===== src/rtl/mem_arb_2x1.sv =====
// mem_arb_2x1: shares one sram-like slave port between two masters, one outstanding transaction.
module mem_arb_2x1 #(
  parameter int ADDR_W  = 64,
  parameter int DATA_W  = 64,
  parameter int RR_MODE = 0
) (
  input  logic                clk,
  input  logic                resetn,
  input  logic                m0_req,
  input  logic [DATA_W/8-1:0] m0_we,
  input  logic [ADDR_W-1:0]   m0_addr,
  input  logic [DATA_W-1:0]   m0_wdata,
  output logic                m0_gnt,
  output logic                m0_rvalid,
  output logic [DATA_W-1:0]   m0_rdata,
  input  logic                m1_req,
  input  logic [DATA_W/8-1:0] m1_we,
  input  logic [ADDR_W-1:0]   m1_addr,
  input  logic [DATA_W-1:0]   m1_wdata,
  output logic                m1_gnt,
  output logic                m1_rvalid,
  output logic [DATA_W-1:0]   m1_rdata,
  output logic                s_req,
  output logic [DATA_W/8-1:0] s_we,
  output logic [ADDR_W-1:0]   s_addr,
  output logic [DATA_W-1:0]   s_wdata,
  input  logic                s_addr_ok,
  input  logic                s_data_ok,
  input  logic [DATA_W-1:0]   s_rdata
);
  typedef enum logic [1:0] {IDLE, REQ, RESP} state_t;
  state_t              state;
  logic                owner, last_owner, win, arb, any;
  logic [DATA_W/8-1:0] we_q;
  logic [ADDR_W-1:0]   addr_q;
  logic [DATA_W-1:0]   wdata_q, rdata0_q, rdata1_q;
  always_comb begin
    any = m0_req || m1_req;
    arb = (state == IDLE) || (state == RESP && s_data_ok);
    win = (m0_req && m1_req) ? ((RR_MODE != 0) ? ~last_owner : 1'b1) : m1_req;
  end
  assign s_req   = state == REQ;
  assign s_we    = we_q;
  assign s_addr  = addr_q;
  assign s_wdata = wdata_q;
  // handshake pulses are suppressed while reset is asserted so an abandoned transaction never completes
  assign m0_gnt    = resetn && state == REQ && s_addr_ok && !owner;
  assign m1_gnt    = resetn && state == REQ && s_addr_ok && owner;
  assign m0_rvalid = resetn && state == RESP && s_data_ok && !owner;
  assign m1_rvalid = resetn && state == RESP && s_data_ok && owner;
  assign m0_rdata  = m0_rvalid ? s_rdata : rdata0_q;
  assign m1_rdata  = m1_rvalid ? s_rdata : rdata1_q;
  always_ff @(posedge clk) begin
    if (!resetn) begin
      state      <= IDLE;
      owner      <= 1'b0;
      last_owner <= 1'b1;
      we_q       <= '0;
      addr_q     <= '0;
      wdata_q    <= '0;
      rdata0_q   <= '0;
      rdata1_q   <= '0;
    end else begin
      if (m0_rvalid) rdata0_q <= s_rdata;
      if (m1_rvalid) rdata1_q <= s_rdata;
      if (state == REQ && s_addr_ok) state <= RESP;
      if (arb) begin
        state <= any ? REQ : IDLE;
        if (any) begin
          owner      <= win;
          last_owner <= win;
          we_q       <= win ? m1_we : m0_we;
          addr_q     <= win ? m1_addr : m0_addr;
          wdata_q    <= win ? m1_wdata : m0_wdata;
        end
      end
    end
  end
endmodule

===== config.mk =====
export PLATFORM = sky130hd
export DESIGN_NAME = mem_arb_2x1
export DESIGN_NICKNAME = d
export VERILOG_FILES = /design/src/rtl/mem_arb_2x1.sv
export SDC_FILE = /design/constraint.sdc
export NUM_CORES = 1
export LEC_CHECK = 0
export CORE_AREA = 2 2 239 241
export CTS_BUF_LIST = sky130_fd_sc_hd__clkbuf_16
export CTS_CLUSTER_DIAMETER = 200
export DETAILED_ROUTE_END_ITERATION = 8
export DIE_AREA = 0 0 241 243
export PLACE_DENSITY_LB_ADDON = 0.05
export SYNTH_ARGS = -nofsm -noshare
export SYNTH_HDL_FRONTEND = slang
export SYNTH_SLANG_ARGS = --single-unit

===== constraint.sdc =====
create_clock -name clk -period 1.95 [get_ports clk]
set_clock_uncertainty 0.15 [all_clocks]
set_input_delay 0.39 -clock clk [delete_from_list [all_inputs] [get_ports clk]]
set_output_delay 0.39 -clock clk [all_outputs]
set_load 0.01 [all_outputs]

==> results.txt, run 1 <==
----------------------------------------------------
[Clock tree]
  Register clock-pin slew on the reported worst setup and hold paths ... 0.06 ns
  CTS tree ... yes
  Number of hold-repair buffers added at the cts stage ... 0
  CTS Sinks ... 267
  Worst-case clock buffer depth ... 3
  Total CTS buffers ... 36
  Clock network latency to the later pin of the worst-skew pair ... 0.52 ns
  H-Tree Level Count ... 2
  Clock root cell ... sky130_fd_sc_hd__clkbuf_16

[Power]
  Overall power ... 15.8 mW
  Total leakage power ... 12.3 nW
  Combinational cell fraction of total power ... 22.1%
  Switching component of the power ... 4.35 mW
  Sequential cell fraction of total power ... 37.5%
  Internal portion of total power ... 11.4 mW
  Switching share of total power ... 27.6%
  Part of the total power dissipated in the clock network ... 40.5%
  Areal power density over the cells ... 659 nW/um^2
  VDD IR max ... 0.471 mV

[Worst hold path]
  Type of the tightest min-delay check ... in2reg
  Worst Min Path Start ... resetn
  Worst Hold Depth ... 3
  Worst min-delay path endpoint ... rdata0_q[62]$_SDFF_PN0_

[Timing]
  Slew Limit Fails ... 0
  Shortest period the worst path allows ... 2.61 ns
  Number of failing setup endpoints in the final timing report ... 132
  Final setup margin ... -0.660 ns
  Unrepaired setup endpoints after global routing ... yes
  Measured slew at the worst slew-check pin ... 1.11 ns
  Fin. Hold Viols ... 0
  Final Cycle Share ... 134%
  Worst max-slew margin expressed relative to the limit ... 25.9%
  Max frequency ... 383 MHz

[Global route]
  Initial antenna violation count ... 1
  Largest net degree at the start of global routing ... 175
  Wire length of the first global-routing pass ... 82700 um
  Vias in the first global route ... 13300
  Combined global-route utilization of all metal layers ... 18.8%
  Global route overflow ... 0

[Run status]
  Outcome ... finished, violations left
  Violations in the final reports ... negative setup slack

[Logic synthesis]
  Net Count, Synth ... 1816
  Netlist Area Pre-Place ... 12700 um^2
  Synthesized area per cell ... 8.65 um^2
  Netlist cell types ... 25
  Sequential share of the synthesized area ... 41.9%
  Number of instances in the synthesized netlist ... 1474
  Total of warnings raised by yosys ... 0
  Number of synthesized register bits ... 267

[Layout]
  Post-layout instance area ... 23900 um^2
  Final core occ ... 42.8%
  Fraction of layout cells with a size suffix above 1 ... 32.0%
  Non-filler cells, final ... 3006
  Total Nets Final ... 2567
  Area Growth Syn to Fin ... 87.9%

[Floorplanning]
  Die footprint ... 58600 um^2
  Die width ... 241 um
  Die height ... 243 um
  Effective utilization at floorplan ... 22.8%
  Row Count ... 87
  Core ar. ... 56000 um^2
  Boundary Pins ... 611

[Placed design]
  Final estimated routing congestion in global placement ... 0.774
  Instance area after placement ... 20800 um^2
  Post-detailed-placement half-perimeter wirelength ... 42300 um
  DP Cell Count ... 2891
  Placement Setup Slack ... -0.986 ns
  Number of buffers inserted by port buffering ... 610

[Critical path]
  Worst Setup Start Kind ... flip-flop
  Required time reported for the critical path endpoint ... 1.41 ns
  Arr. time, crit path ... 2.07 ns
  Worst r2r path cells ... 9
  Critical Setup Path Class ... reg2out
  Kind of end point of the critical path ... output port
  Worst reg2reg path endpoint ... rdata0_q[33]$_SDFF_PN0_
  Crit-path max FO ... 9
  RR Startpoint ... state[0]$_SDFFE_PN0P_
  Setup slack of the most critical reg-to-reg path ... 0.08 ns

[Drt]
  Antenna Nets Post-Route ... 0
  Post-route DRC violation count ... 0
  Number of violations reported at the end of detailed-routing iteration 0 ... 404
  Aggregate routed wire length ... 60100 um
  Number of search-and-repair iterations in the first detailed-routing pass ... 6
  Wire length per cell after detailed routing ... 20.0 um
  Via count normalized by instance count ... 4.44
  Routed vias ... 13300

[Flow run]
  Total of max-cap violations ... 0

----------------------------------------------------
layout by cell type, fill, tap and decap left out, types with 29 or more instances in the layout:
master / netlist / layout
sky130_fd_sc_hd__nand2_2: 0 / 29
sky130_fd_sc_hd__buf_4: 24 / 171
sky130_fd_sc_hd__clkbuf_2: 0 / 41
sky130_fd_sc_hd__clkdlybuf4s50_1: 0 / 339
sky130_fd_sc_hd__nand3_1: 129 / 88
sky130_fd_sc_hd__clkbuf_16: 0 / 54
sky130_fd_sc_hd__nand2_1: 400 / 371
sky130_fd_sc_hd__o21ai_4: 0 / 44
sky130_fd_sc_hd__o21ai_2: 0 / 60
sky130_fd_sc_hd__dlymetal6s2s_1: 0 / 144
sky130_fd_sc_hd__buf_2: 26 / 45
sky130_fd_sc_hd__nand3_2: 0 / 33
sky130_fd_sc_hd__dfxtp_1: 267 / 264
sky130_fd_sc_hd__a21boi_1: 116 / 116
sky130_fd_sc_hd__buf_6: 4 / 45
sky130_fd_sc_hd__mux2_2: 136 / 136
sky130_fd_sc_hd__mux2i_1: 136 / 136
power by group through the flow:
stage | logic, mW | registers (mW) | clock network [mW]
2_1_floorplan | 1.21 | 6.15 | 0
3_3_place_gp | 3.37 | 6.02 | 0
5_1_grt | 3.71 | 5.95 | 6.87
3_5_place_dp | 3.35 | 6.02 | 0
6_report | 3.49 | 5.91 | 6.39
4_1_cts | 3.39 | 5.92 | 6.64
critical path, stage by stage (launching register included):
cell,delay [ns]
sky130_fd_sc_hd__dfxtp_2,0.33
sky130_fd_sc_hd__and4b_4,0.38
sky130_fd_sc_hd__buf_12,0.14
sky130_fd_sc_hd__buf_12,0.12
sky130_fd_sc_hd__buf_16,0.12
sky130_fd_sc_hd__nand3_1,0.09
sky130_fd_sc_hd__nand2_1,0.08
sky130_fd_sc_hd__dlygate4sd2_1,0.27
registers in the layout, summed over array words and instances (netlist names):
signal and cells:
s_we 8, rdata0_q 64, s_wdata 64, state 2, s_addr 64, rdata1_q 64, owner 1
per-layer routing:
| layer | share of wire [%] | routed length, um | vias up | GRT usage, % |
|---|---|---|---|---|
| li1 | - | - | 6574 | - |
| met1 | 40 | 23800 | 6321 | 21.4 |
| met2 | 50 | 30000 | 379 | 32.8 |
| met3 | 7.8 | 4680 | 71 | 6.36 |
| met4 | 2.7 | 1630 | 0 | 5.37 |
| met5 | 0 | 0 | - | 0 |
metrics by stage:
step | hold slack, ns | TNS [ns]
after floorplan | 0.322 | 0
after global placement | 0.295 | -149.16
after detailed placement | 0.304 | -154.03
after CTS | 0.0711 | -106.80
after global routing | 0.106 | -89.64
final | 0.104 | -75.69
worst max-delay path by stage:
stage / start / end / cells past startpoint
detailed placement: s_data_ok / m0_rdata[11] / 6
floorplan: resetn / m0_gnt / 5
finish: state[0]$_SDFFE_PN0P_ / m1_rdata[27] / 7
CTS: state[0]$_SDFFE_PN0P_ / m1_rdata[3] / 6
global route: state[0]$_SDFFE_PN0P_ / m1_rdata[5] / 7
global placement: s_data_ok / m0_rdata[62] / 6
final cells by class:
type,instances,area [um^2]
diodes,1,2.50
clock buffers,37,926
clock inverters,25,181
fillers,5652,32000
inverters,3,18.8
multi-input cells,1073,7830
flip-flops and latches,267,5350
well taps,756,946
repair buffers,844,8690
cell usage after synthesis:
master,count,area share [%]
sky130_fd_sc_hd__nor2_1,5,0.15
sky130_fd_sc_hd__o21a_1,1,0.059
sky130_fd_sc_hd__a21boi_1,116,6.8
sky130_fd_sc_hd__mux2_2,136,12
sky130_fd_sc_hd__and4b_1,1,0.079
sky130_fd_sc_hd__buf_2,26,1.0
sky130_fd_sc_hd__nand3_1,129,5.1
sky130_fd_sc_hd__o221ai_1,1,0.069
sky130_fd_sc_hd__a21boi_0,13,0.77
sky130_fd_sc_hd__inv_1,2,0.059
sky130_fd_sc_hd__a32o_1,1,0.079
sky130_fd_sc_hd__buf_4,24,1.4
sky130_fd_sc_hd__mux2i_1,136,11
sky130_fd_sc_hd__o21ai_0,129,5.1
sky130_fd_sc_hd__buf_6,4,0.35
sky130_fd_sc_hd__buf_1,7,0.21
sky130_fd_sc_hd__nand2_1,400,12
sky130_fd_sc_hd__nor2b_1,1,0.049
sky130_fd_sc_hd__dfxtp_1,267,42
sky130_fd_sc_hd__a21o_1,1,0.059
sky130_fd_sc_hd__and2_1,1,0.049
sky130_fd_sc_hd__clkbuf_1,70,2.1
sky130_fd_sc_hd__nand4b_1,1,0.069
sky130_fd_sc_hd__inv_2,1,0.029
sky130_fd_sc_hd__o211ai_1,1,0.059
timing repair:
item                       in CTS  in global routing
setup buffers                   6                 19
gates cloned                    5                 23
pin swaps                       1                 46
setup endpoints to repair     269                269
resized for setup             308                707
kinds of logic after synthesis:
logic type	count (synthesis)	synth area share [%]
AO/OA/AOI/OAI	263	13.0
buffers and inverters	134	5.14
flip-flops	267	41.9
multiplexers	272	22.7
AND/OR/NAND/NOR	538	17.2
Note: power is estimated with default switching activity, not from simulation.
==> inputs of run 2 (changes only) <==
--- a/config.mk
+++ b/config.mk
@@ -6,7 +6,7 @@
 export NUM_CORES = 1
 export LEC_CHECK = 0
 export CORE_AREA = 2 2 239 241
-export CTS_BUF_LIST = sky130_fd_sc_hd__clkbuf_16
+export CTS_BUF_LIST = sky130_fd_sc_hd__clkbuf_4 sky130_fd_sc_hd__clkbuf_8
 export CTS_CLUSTER_DIAMETER = 200
 export DETAILED_ROUTE_END_ITERATION = 8
 export DIE_AREA = 0 0 241 243
==> run 2 against run 1 <==
The flow still finishes with violations (negative setup slack). Final cell count grew 1.3%. Die area did not move. Fmax down 1.7%. Critical path depth grew 1. Clock power decreased by 10%. Global-route usage increased by 0.18 points. Register-to-register slack lost 0.02 ns. Critical path type unchanged. Critical endpoint is now m0_rdata[49]. Largest cell class unchanged. Largest power group is now sequential cells.
==> results.txt, run 2 (synthesis results as in run 1) <==
----------------------------------------------------
[Run status]
  Outcome ... finished, violations left
  Violations in the final reports ... negative setup slack

[Timing]
  Measured slew at the worst slew-check pin ... 1.11 ns
  Final setup margin ... -0.706 ns
  Shortest period the worst path allows ... 2.66 ns
  Slew Limit Fails ... 0
  Fin. Hold Viols ... 0
  Unrepaired setup endpoints after global routing ... yes
  Number of failing setup endpoints in the final timing report ... 132
  Worst max-slew margin expressed relative to the limit ... 26.0%
  Worst hold margin ... 0.122 ns
  Max frequency ... 377 MHz
  Final Cycle Share ... 136%
  Setup TNS ... -82.09 ns

[Layout]
  Area Growth Syn to Fin ... 87.7%
  Post-layout instance area ... 23900 um^2
  Fraction of layout cells with a size suffix above 1 ... 34.9%
  Final core occ ... 42.8%
  Count of fill cells added during filler insertion ... 5682
  Total Nets Final ... 2595
  Leading cell types in the layout, fill and taps excluded ... sky130_fd_sc_hd__nand2_1, sky130_fd_sc_hd__clkdlybuf4s50_1, sky130_fd_sc_hd__dfxtp_1, sky130_fd_sc_hd__buf_4
  Commonest non-fill, non-tap cell in the layout ... sky130_fd_sc_hd__nand2_1

[Critical path]
  Worst Setup Start Kind ... flip-flop
  Critical path's top delay family ... buffers and inverters
  Kind of end point of the critical path ... output port
  RR Startpoint ... state[0]$_SDFFE_PN0P_
  Arr. time, crit path ... 2.12 ns
  Setup crit start ... state[0]$_SDFFE_PN0P_
  Critical Path Sink ... m0_rdata[49]
  Combined buffer and inverter count along the critical path ... 5
  CP max stage cell ... sky130_fd_sc_hd__and4b_4
  Worst r2r path cells ... 9
  Critical Setup Path Class ... reg2out
  Worst reg2reg path endpoint ... rdata0_q[46]$_SDFF_PN0_
  Depth of the critical timing path with buffers and inverters included ... 8
  Slowest cell delay on critical path ... 0.38 ns
  Crit-path max FO ... 5
  Cells along the critical path ... and4b_4 -> buf_12 -> buf_8 -> buf_12 -> buf_16 -> nand3_2 -> nand2_1 -> buf_2
  Most frequent CP cell ... sky130_fd_sc_hd__buf_12
  Setup slack of the most critical reg-to-reg path ... 0.06 ns
  Required time reported for the critical path endpoint ... 1.41 ns

[Placed design]
  Number of buffers inserted by port buffering ... 610
  Final estimated routing congestion in global placement ... 0.774
  Post-detailed-placement half-perimeter wirelength ... 42300 um
  Placement Setup Slack ... -0.986 ns
  Instance area after placement ... 20800 um^2

[Power]
  Areal power density over the cells ... 636 nW/um^2
  Switching share of total power ... 28.1%
  Combinational cell fraction of total power ... 23.4%
  VDD IR max ... 0.421 mV
  Internal portion of total power ... 10.9 mW
  Switching component of the power ... 4.27 mW
  Sequential cell fraction of total power ... 38.9%
  Total leakage power ... 12.1 nW
  Part of the total power dissipated in the clock network ... 37.8%

[Floorplanning]
  Die footprint ... 58600 um^2
  Effective utilization at floorplan ... 22.8%
  Die height ... 243 um
  Core ar. ... 56000 um^2
  Boundary Pins ... 611
  Die width ... 241 um
  Row Count ... 87

[Global route]
  Wire length of the first global-routing pass ... 83500 um
  Vias in the first global route ... 13500
  Global route overflow ... 0
  Largest net degree at the start of global routing ... 175
  Combined global-route utilization of all metal layers ... 18.9%
  Initial antenna violation count ... 2

[Drt]
  Wire length per cell after detailed routing ... 19.7 um
  Routed vias ... 13400
  Post-route DRC violation count ... 0
  Aggregate routed wire length ... 60000 um
  Number of violations reported at the end of detailed-routing iteration 0 ... 397
  Antenna Nets Post-Route ... 0
  Number of search-and-repair iterations in the first detailed-routing pass ... 6
  Via count normalized by instance count ... 4.40

[Clock tree]
  CTS Sinks ... 267
  Clock network latency to the later pin of the worst-skew pair ... 0.62 ns
  Worst-case clock buffer depth ... 3
  Total CTS buffers ... 53
  H-Tree Level Count ... 2
  Register clock-pin slew on the reported worst setup and hold paths ... 0.06 ns
  CTS tree ... yes
  Clock root cell ... sky130_fd_sc_hd__clkbuf_8

[Worst hold path]
  Type of the tightest min-delay check ... in2reg

[Flow run]
  Total of max-cap violations ... 0

----------------------------------------------------
[run 2: per-stage QoR]
step | cells | total power, mW
final | 3044 | 15.2
after global routing | 3044 | 16.0
after CTS | 3003 | 15.4
after detailed placement | 2891 | 9.38
after global placement | 2891 | 9.38
after floorplan | 1474 | 7.36
[run 2: power by group through the flow]
stage | clock network [mW] | registers [mW] | logic (mW)
floorplan | 0 | 6.15 | 1.21
global placement | 0 | 6.02 | 3.37
detailed placement | 0 | 6.02 | 3.35
CTS | 6.03 | 5.92 | 3.43
global route | 6.26 | 5.95 | 3.79
finish | 5.74 | 5.91 | 3.56
[run 2: layer usage]
metal  part of all wire [%]  global-route usage (%)  vias up
met1                     40                    21.4     6299
met2                     50                    33.2      399
met3                    7.5                    6.31       86
li1                       -                       -     6622
met4                    2.9                    6.23        0
met5                      0                       0        -
[run 2: worst reg2reg max path, cell delays in order (launching register included)]
cell	delay [ns]
sky130_fd_sc_hd__dfxtp_2	0.32
sky130_fd_sc_hd__and4b_4	0.38
sky130_fd_sc_hd__buf_12	0.14
sky130_fd_sc_hd__buf_8	0.12
sky130_fd_sc_hd__buf_12	0.12
sky130_fd_sc_hd__buf_16	0.14
sky130_fd_sc_hd__nand3_4	0.08
sky130_fd_sc_hd__buf_4	0.15
sky130_fd_sc_hd__buf_4	0.12
sky130_fd_sc_hd__a21boi_1	0.12
[run 2: timing repair]
action,4_1_cts,5_1_grt
setup endpoints to repair,269,270
pin swaps,4,58
hold buffers,1,0
gates cloned,8,14
gates resized for setup,481,654
setup buffers,15,35
endpoints found under the hold margin,7,0
[run 2: cell type report]
type	count	area (um^2)	share of cell area, %
multi-input combinational	1073	7790	32.6
timing repair buffer	855	8770	36.6
inverter	3	23.8	0.0994
clock inverter	4	22.5	0.0942
tap	756	946	3.95
antenna	2	5.00	0.0209
clock buffer	84	1020	4.26
sequential	267	5350	22.4
[run 2: how the worst min path moves through the flow]
stage               cells after the start                      from                        to
floorplan                               2    rdata0_q[0]$_SDFF_PN0_    rdata0_q[0]$_SDFF_PN0_
global placement                        2    s_addr[6]$_SDFFE_PN0P_    s_addr[6]$_SDFFE_PN0P_
detailed placement                      2  s_wdata[29]$_SDFFE_PN0P_  s_wdata[29]$_SDFFE_PN0P_
CTS                                     4                    resetn   s_addr[42]$_SDFFE_PN0P_
global route                            4                    resetn   s_addr[43]$_SDFFE_PN0P_
finish                                  4                    resetn   s_addr[42]$_SDFFE_PN0P_
==> inputs of run 3 (changes only) <==
--- a/config.mk
+++ b/config.mk
@@ -10,7 +10,9 @@
 export CTS_CLUSTER_DIAMETER = 200
 export DETAILED_ROUTE_END_ITERATION = 8
 export DIE_AREA = 0 0 241 243
+export GPL_TIMING_DRIVEN = 0
 export PLACE_DENSITY_LB_ADDON = 0.05
+export SLEW_MARGIN = 25
 export SYNTH_ARGS = -nofsm -noshare
 export SYNTH_HDL_FRONTEND = slang
 export SYNTH_SLANG_ARGS = --single-unit
==> run 3 against run 2 <==
The run still ends with negative setup slack left. Routed wire length rose by 1.8%. Sequential power barely moved. Via count decreased by 2.2%. Flip-flop and latch count is the same. Worst hold slack improved by 0.12 ns. Core utilization down 2.7 points. Final cell count shrank 2.7%. Fmax is 2.3% higher. Die area unchanged. Sequential share of layout area is 1.5 points higher. Critical path type unchanged. Highest routed layer is now met5. Final area shrank 6.4%.
==> results.txt, run 3 (synthesis results as in run 1) <==
----------------------------------------------------
[Run status]
  Outcome ... finished, violations left
  Violations in the final reports ... negative setup slack

[Global route]
  Initial antenna violation count ... 4
  Global routing met2 resource utilization ... 35.8%
  Vias in the first global route ... 13500
  Largest net degree at the start of global routing ... 20
  Global route overflow ... 0
  Layer carrying the most global-route usage ... met2
  M1 GR Usage ... 22.4%
  Combined global-route utilization of all metal layers ... 19.9%
  Met3 Track Usage GR ... 7.22%
  Wire length of the first global-routing pass ... 87000 um

[Drt]
  Via count normalized by instance count ... 4.43
  Number of violations reported at the end of detailed-routing iteration 0 ... 360
  Antenna Nets Post-Route ... 0
  Post-route DRC violation count ... 0
  Routed vias ... 13100
  Aggregate routed wire length ... 61100 um
  Wire length per cell after detailed routing ... 20.6 um
  Number of search-and-repair iterations in the first detailed-routing pass ... 4

[Critical path]
  Kind of end point of the critical path ... output port
  Critical Setup Path Class ... reg2out
  Worst reg2reg path endpoint ... rdata1_q[55]$_SDFF_PN0_
  Critical Path Sink ... m0_rdata[53]
  Worst Setup Start Kind ... flip-flop
  Arr. time, crit path ... 2.06 ns
  Worst r2r path cells ... 12
  Crit-path max FO ... 10
  Setup slack of the most critical reg-to-reg path ... -0.02 ns
  RR Startpoint ... state[0]$_SDFFE_PN0P_
  Required time reported for the critical path endpoint ... 1.41 ns
  Setup crit start ... state[0]$_SDFFE_PN0P_

[Clock tree]
  Register clock-pin slew on the reported worst setup and hold paths ... 0.06 ns
  Number of hold-repair buffers added at the cts stage ... 0
  CTS Sinks ... 267
  Clock network latency to the later pin of the worst-skew pair ... 0.62 ns
  Worst-case clock buffer depth ... 3
  H-Tree Level Count ... 2
  CTS tree ... yes
  Clock root cell ... sky130_fd_sc_hd__clkbuf_8
  Total CTS buffers ... 52

[Timing]
  Worst max-slew margin expressed relative to the limit ... 63.6%
  Worst hold margin ... 0.245 ns
  Shortest period the worst path allows ... 2.60 ns
  Final setup margin ... -0.646 ns
  Fin. Hold Viols ... 0
  Final Cycle Share ... 133%
  Unrepaired setup endpoints after global routing ... yes
  Max frequency ... 385 MHz
  Number of failing setup endpoints in the final timing report ... 258
  Measured slew at the worst slew-check pin ... 0.547 ns
  Setup TNS ... -89.83 ns
  Slew Limit Fails ... 0

[Layout]
  Commonest non-fill, non-tap cell in the layout ... sky130_fd_sc_hd__clkdlybuf4s50_1
  Count of fill cells added during filler insertion ... 5803
  Area Growth Syn to Fin ... 75.6%
  Leading cell types in the layout, fill and taps excluded ... sky130_fd_sc_hd__clkdlybuf4s50_1, sky130_fd_sc_hd__nand2_1, sky130_fd_sc_hd__dfxtp_1, sky130_fd_sc_hd__mux2_2, sky130_fd_sc_hd__mux2i_1
  Final core occ ... 40.0%
  Total Nets Final ... 2506
  Fraction of layout cells with a size suffix above 1 ... 31.0%

[Power]
  VDD IR max ... 0.398 mV
  Overall power ... 15.5 mW
  Total leakage power ... 9.61 nW
  Areal power density over the cells ... 691 nW/um^2

[Floorplanning]
  Core ar. ... 56000 um^2
  Die footprint ... 58600 um^2
  Row Count ... 87
  Die width ... 241 um
  Effective utilization at floorplan ... 22.8%
  Die height ... 243 um
  Boundary Pins ... 611

[Placed design]
  Number of buffers inserted by port buffering ... 610
  Post-detailed-placement half-perimeter wirelength ... 48000 um
  Final estimated routing congestion in global placement ... 0.825

[Worst hold path]
  Type of the tightest min-delay check ... in2reg

[Flow run]
  Total of max-cap violations ... 0

----------------------------------------------------
-- run 3: changes by cell type in the layout (fill, tap and decap cells not counted), moves of 32 or more --
cell,previous run,this run
sky130_fd_sc_hd__clkdlybuf4s50_1,339,466
sky130_fd_sc_hd__clkbuf_2,15,53
sky130_fd_sc_hd__dlymetal6s2s_1,136,13
sky130_fd_sc_hd__o21ai_1,46,14
sky130_fd_sc_hd__buf_4,188,36
sky130_fd_sc_hd__clkbuf_1,0,36
-- run 3: report_power, final --
group	switching (mW)	leakage, nW	internal (mW)
clock network	2.54	0.606	3.53
logic	1.63	6.82	1.84
registers	0.170	2.18	5.76
total	4.34	9.61	11.1
-- run 3: worst min path at each step --
stage / startpoint / to / slack (ns) / depth (start not counted)
3_5_place_dp: s_wdata[30]$_SDFFE_PN0P_ / s_wdata[30]$_SDFFE_PN0P_ / 0.30 / 2
5_1_grt: s_rdata[61] / rdata0_q[61]$_SDFF_PN0_ / 0.21 / 3
2_1_floorplan: rdata0_q[0]$_SDFF_PN0_ / rdata0_q[0]$_SDFF_PN0_ / 0.32 / 2
4_1_cts: s_rdata[61] / rdata0_q[61]$_SDFF_PN0_ / 0.20 / 3
3_3_place_gp: s_wdata[53]$_SDFFE_PN0P_ / s_wdata[53]$_SDFFE_PN0P_ / 0.29 / 2
6_report: s_rdata[61] / rdata0_q[61]$_SDFF_PN0_ / 0.24 / 3
-- run 3: through the flow --
step,std cells,worst slack (ns),cell area [um^2]
global route,2961,-0.759,22400
CTS,2953,-0.978,21500
detailed placement,2840,-1.40,19800
floorplan,1474,0.157,12700
global placement,2840,-1.40,19800
finish,2962,-0.646,22400
-- run 3: area by class of cell --
class / count / area [um^2] / share of cell area, %
antenna: 2 / 5.00 / 0.0224
buffer: 127 / 1050 / 4.70
clock buffer: 91 / 1110 / 4.95
clock inverter: 3 / 15.0 / 0.0671
inverter: 3 / 13.8 / 0.0615
multi-input combinational: 1073 / 7800 / 34.8
sequential: 267 / 5350 / 23.9
tap: 756 / 946 / 4.23
timing repair buffer: 640 / 6090 / 27.2
-- run 3: what timing repair did --
item                                    CTS  global route
gates resized for setup                 568           534
gates cloned                              1             4
buffers inserted                         19             6
pin swaps                                 8            44
endpoints found under the setup margin  372           383
-- run 3: metal layers --
layer	vias up	part of all wire [%]
li1	6447	-
met1	6200	38
met2	393	51
met3	69	8.8
met4	2	2.1
met5	-	0.021
-- run 3: worst max-delay path, stage by stage (launching register included) --
cell and delay [ns]:
sky130_fd_sc_hd__dfxtp_2 0.32, sky130_fd_sc_hd__and4b_2 0.34, sky130_fd_sc_hd__buf_12 0.17, sky130_fd_sc_hd__buf_12 0.12, sky130_fd_sc_hd__buf_12 0.13, sky130_fd_sc_hd__nand3_1 0.10, sky130_fd_sc_hd__nand2_1 0.11, sky130_fd_sc_hd__buf_2 0.14
